$ cat src/rtl/conv2d_window_gen.sv
// conv2d_window_gen: raster-stream K x K sliding-window generator; CONV_WIN_SOF_EN adds pix_sof frame realignment
module conv2d_window_gen #(
  parameter int DATA_W = 8,
  parameter int IN_CH = 1,
  parameter int K = 3,
  parameter int IMG_W = 5,
  parameter int IMG_H = 5
) (
  input  logic clk,
  input  logic rst,
  input  logic [DATA_W*IN_CH-1:0] pix_in,
  input  logic pix_valid,
  output logic pix_ready,
  output logic [K-1:0][K-1:0][DATA_W*IN_CH-1:0] window,
  output logic win_valid,
  input  logic win_ready,
  output logic win_last
`ifdef CONV_WIN_SOF_EN
  ,
  input  logic pix_sof
`endif
);
  localparam int PW = DATA_W*IN_CH;
  localparam int CW = $clog2(IMG_W);
  localparam int RW = $clog2(IMG_H);
  localparam logic [CW-1:0] COL_MAX = CW'(IMG_W-1);
  localparam logic [RW-1:0] ROW_MAX = RW'(IMG_H-1);
  localparam logic [CW-1:0] COL_MIN = CW'(K-1);
  localparam logic [RW-1:0] ROW_MIN = RW'(K-1);
  logic [PW-1:0] lb_q [K-1][IMG_W];
  logic [K-1:0][K-2:0][PW-1:0] sr_q, sr_d;
  logic [K-1:0][K-1:0][PW-1:0] win_nx, window_q, window_d;
  logic [CW-1:0] col_q, col_d, col_e;
  logic [RW-1:0] row_q, row_d, row_e;
  logic win_valid_q, win_valid_d, win_last_q, win_last_d, acc, gate, sof;
`ifdef CONV_WIN_SOF_EN
  assign sof = pix_sof;
`else
  assign sof = 1'b0;
`endif
  assign pix_ready = !win_valid_q || win_ready;
  assign window = window_q;
  assign win_valid = win_valid_q;
  assign win_last = win_last_q;
  // sr_q keeps only the K-1 rightmost columns of the last window; the new column completes it
  always_comb begin
    acc = pix_valid && pix_ready;
    col_e = sof ? '0 : col_q;
    row_e = sof ? '0 : row_q;
    gate = acc && row_e >= ROW_MIN && col_e >= COL_MIN;
    for (int r = 0; r < K; r++)
      for (int c = 0; c < K-1; c++)
        win_nx[r][c] = sr_q[r][c];
    for (int r = 0; r < K-1; r++)
      win_nx[r][K-1] = lb_q[K-2-r][col_e];
    win_nx[K-1][K-1] = pix_in;
    for (int r = 0; r < K; r++)
      for (int c = 0; c < K-1; c++)
        sr_d[r][c] = acc ? win_nx[r][c+1] : sr_q[r][c];
    col_d = !acc ? col_q : (col_e == COL_MAX ? '0 : col_e + 1'b1);
    row_d = !acc ? row_q : (col_e != COL_MAX ? row_e : (row_e == ROW_MAX ? '0 : row_e + 1'b1));
    win_valid_d = acc ? gate : win_valid_q && !win_ready;
    win_last_d = acc ? gate && row_e == ROW_MAX && col_e == COL_MAX : win_last_q && !win_ready;
    window_d = gate ? win_nx : window_q;
  end
  always_ff @(posedge clk) begin
    if (rst) begin
      col_q <= '0;
      row_q <= '0;
      win_valid_q <= 1'b0;
      win_last_q <= 1'b0;
      window_q <= '0;
      sr_q <= '0;
    end else begin
      col_q <= col_d;
      row_q <= row_d;
      win_valid_q <= win_valid_d;
      win_last_q <= win_last_d;
      window_q <= window_d;
      sr_q <= sr_d;
    end
  end
  // line buffers hold raw RAM contents; the row/col gate keeps stale entries from being emitted
  always_ff @(posedge clk) begin
    if (acc) begin
      lb_q[0][col_e] <= pix_in;
      for (int i = 1; i < K-1; i++)
        lb_q[i][col_e] <= lb_q[i-1][col_e];
    end
  end
endmodule
$ cat config.mk
export PLATFORM = sky130hd
export DESIGN_NAME = conv2d_window_gen
export DESIGN_NICKNAME = d
export VERILOG_FILES = /design/src/rtl/conv2d_window_gen.sv
export SDC_FILE = /design/constraint.sdc
export NUM_CORES = 1
export LEC_CHECK = 0
export ABC_CLOCK_PERIOD_IN_PS = 2800
export CAP_MARGIN = 30
export CORE_UTILIZATION = 50
export DETAILED_ROUTE_END_ITERATION = 10
export HOLD_SLACK_MARGIN = 0.05
export MAX_ROUTING_LAYER = met4
export PLACE_DENSITY = 0.75
export SLEW_MARGIN = 20
export SYNTH_ARGS = -nofsm -noshare
export SYNTH_HDL_FRONTEND = slang
export SYNTH_SLANG_ARGS = --single-unit
$ cat constraint.sdc
create_clock -name clk -period 2.8 [get_ports clk]
set_clock_uncertainty 0.05 [all_clocks]
set_input_delay 0.56 -clock clk [delete_from_list [all_inputs] [get_ports clk]]
set_output_delay 0.56 -clock clk [all_outputs]
set_load 0.01 [all_outputs]
After elaboration in Yosys (flattened, before gate mapping)
Memory sizes are Yosys's and may differ from the RTL's. Cells that the tools add are included.

Bits in registers: 128. Bits in writable memories: 80. Output and inout bits: 75. Word-level logic and storage cells: 57. Memories: 1.

Memories: lb_q (words 2, width 40, read ports 2, clocked after memory_dff 0, wr ports 2, line 30) `logic [PW-1:0] lb_q [K-1][IMG_W];`.

Add/sub/neg operators: 2. Order comparisons: 4. Equality and inequality tests: 3. Mux-type cells: 14. Bitwise gates (word level): 2. Reduce and logical (&&, ||, !) cells: 12.

Operators with widths (count): $bmux 8 s3 (2); $mux 40 (1); $mux 8 (5); $demux 8 s3 (1); $logic_and 1x1->1 (8); $add 3x1->3 const B (2); $eq 3x3->1 const B (2); $ge 3x2->1 const B (2); $mux 3 (2); $ge 4x4->1 const B (1); $lt 4x1->1 const B (1); $not 3->4 (1); $mux 1 (3); $ne 3x3->1 const B (1); $logic_not 1->1 (2); $reduce_and 2->1 (1); $logic_or 1x1->1 (1); $not 1->1 (1).

Logic depth before layout (Yosys ltp)
Depth after elaboration: 8. Gate-level depth with buffers: 11.

Worst setup path after synthesis
No wires, ideal clock.

Path type: input port to flip-flop. Start point: input win_ready. End point: memory lb_q[0][10] in the netlist's numbering (enable). Arrival time: 2.385 ns. Data required time: 2.341 ns. Slack: -0.044 ns. Cell stages on the path: 6. Buffers on the path: 3. Cell sequence: nand2b_1 buf_2 nand2_1 buf_2 buf_1 nor3_1.

RTL lines: start: declaration (line 16) `input logic win_ready,`; end: declaration (line 30).

Worst setup path in the final report
Start point: input win_ready. End point: output pix_ready.

Cells in the longest elaborated chain, start to end: 1.

Ends and longest elaborated chain: $logic_or 1x1->1 (line 41) `assign pix_ready = !win_valid_q || win_ready;`; end: declaration (line 13) `output logic pix_ready,`.

Every way passes these cells.

==> qor.txt <==
fin crit share: 88.3%
die area: 0.0162 sq mm
Total Routing Usage GR: 22.6%
ranking of synthesized cells by area: dfxtp_1 (33%), edfxtp_1 (31%), nand2_1 (8.7%)
Layout area overhead: 25.3%
largest net degree at the start of global routing: 60
cell count after synthesis: 755
number of buffers created by CTS: 21
DR DRC count: 0
FILL cells: 1,201
leading area contributor after synthesis: dfxtp_1
htree depth: 1
clock share of power: 45.4%
Core ar.: 0.0153 sq mm
Setup Viol. Count Final: 0
# nets final: 857
clk slew on worst S/H paths: 60 ps
multi-input logic area: 0.00254 sq mm
post-cts resize count: 0
Post-synth EDFFs: 80
fmax: 405 MHz
Die Span Y: 127 microns
Mean Syn Cell Area: 10.4 sq um
Hold WS: 404 ps
CP startpoint kind: primary input
Worst Hold Class: flop to flop
Die W: 127 microns
crit end category: output pin
Post-DP HPWL: 11,100 microns
status: completed
max-cap viol count: 0
vias in the first global route: 5,628
initial antenna violation count: 0
Initial Utilization: 51.4%
Critical Path AT: 1860 ps
Slew @ Worst Pin: 570 ps
RSZ-0062 raised after global routing: false
post-synth top area share: 32.7%
critical path required time: 2190 ps
Yosys warning total: 0
top cells by count, synth: nand2_1 (181), dfxtp_1 (128), a21oi_1 (105), edfxtp_1 (80), nor2_1 (44)
Vias: 5,721
gpl congestion: 0.807
final hold violations: 0
cell internal pwr: 5.43 mW
ys async rst share: 0%
peak supply drop: 388 uV
Post-CTS Setup Repair Bufs: 0
first-pass GRT wire length: 28,200 microns
ANT nets after route: 0
Lkg Pwr: 3.32 nW
sw frac: 21.5%
top_reg_cell synth: dfxtp_1
initial drt markers: 380
NetSw: 1.49 mW
vias per cell: 5.37
Power Dens Cells: 704 mW/mm^2
clock net sink count: 208
Reg area: 0.00496 sq mm
WS Path Type: primary input to output pin
register share of total power: 47.9%
Mapped Area: 0.00784 sq mm
top-count cell post-synth: nand2_1
combinational power share: 6.7%
number of I/O pins: 87
Max Root-Sink Buffers: 3
Synthesized Nets: 773
CTS tree: done
final worst slack: 328 ps
Place WS: 320 ps
hold_buf cts: 0
total global routing overflow: 0
Max-slew headroom: 61.7%
synthesis-stage register bit count: 208
Final Critical Period: 2470 ps
Pins Over Slew Limit: 0
Port-buffer cells: 86
layout cells sized above 1: 10.9%
Rows: 45
Netlist cell types: 38
clk root buf: clkbuf_16
Ant. Diodes: 0
router iterations before antenna repair: 5
WL final: 17,300 microns
wire per inst: 16.3 microns
Worst Path Max Fanout: 4
sequential fraction of the synthesis area: 63.3%
Clk Latency, worst-skew pair: 500 ps
## cell families after synthesis
| family | share of synthesized area, % |
|---|---|
| compound gates | 11.6 |
| xor+xnor | 0.112 |
| fa+ha+maj | 0.957 |
| buf+inv | 4.56 |
| flops | 63.3 |
| mux | 2.52 |
| simple gates | 16.9 |
## layout by cell type (no fill, tap or decap), types with 8 or more instances in the layout
cell type	count
dfxtp_1	128
edfxtp_1	80
buf_4	25
clkdlybuf4s50_1	85
a211oi_2	8
a21oi_1	105
a211oi_1	12
clkbuf_16	21
nor2_1	44
nor3_1	24
buf_12	9
nand2_1	181
mux2i_1	13
inv_1	14
nand3b_1	29
## worst max-delay path, stage by stage
cell and delay, ps:
clkdlybuf4s50_1 510, nand2b_1 190, clkdlybuf4s50_1 600
## sequential cells by signal, indices dropped and copies added, names as in the netlist
signal / count
col_e: 3
lb_q: 80
row_e: 3
sr_q: 48
win_last: 1
win_valid: 1
window: 72
## power by group through the flow
| stage | registers (mW) | logic (mW) | clock network (mW) |
|---|---|---|---|
| 2_1_floorplan | 3.36 | 0.288 | 0 |
| 3_3_place_gp | 3.37 | 0.445 | 0 |
| 3_5_place_dp | 3.38 | 0.462 | 0 |
| 4_1_cts | 3.31 | 0.467 | 3.19 |
| 5_1_grt | 3.32 | 0.509 | 3.30 |
| 6_report | 3.31 | 0.466 | 3.14 |
## stage by stage
| step | util (%) | cell area, sq um | power (mW) | TNS (ps) | std cells |
|---|---|---|---|---|---|
| final | 64.4 | 9820 | 6.91 | 0 | 1065 |
| after global routing | 64.4 | 9820 | 7.12 | 0 | 1065 |
| after CTS | 64.4 | 9820 | 6.96 | 0 | 1065 |
| after detailed placement | 59.2 | 9040 | 3.84 | 0 | 1027 |
| after global placement | 59.2 | 9040 | 3.82 | 0 | 1027 |
| after floorplan | - | 7840 | 3.65 | -2800 | 755 |
## path summary, 6_finish.rpt
path | startpoint | endpoint | slack (ps) | depth (start not counted)
hold / removal | sr_q[17] | sr_q[17] | 400 | 2
setup reg to reg | col_e[2] | lb_q[0][43] | 630 | 5
setup / recovery | win_ready | pix_ready | 330 | 3
hold reg to reg | sr_q[17] | sr_q[17] | 400 | 2
## layout make-up
cell class	count	share of cell area, %
well taps	211	2.69
flip-flops and latches	208	50.5
clock inverters	14	2.31
multi-input cells	475	25.9
inverters	14	0.535
repair buffers	119	12.4
clock buffers	24	5.67
## routing by layer
layer	vias to the layer above	part of all wire, %	routed length, microns	track usage [%]
li1	2778	-	-	-
met1	2750	42	7350	27.1
met2	156	49	8520	38.5
met3	37	5.8	1010	4.10
met4	0	2.5	430	7.63
met5	-	0	0	-
(Power assumes the default switching activity.)
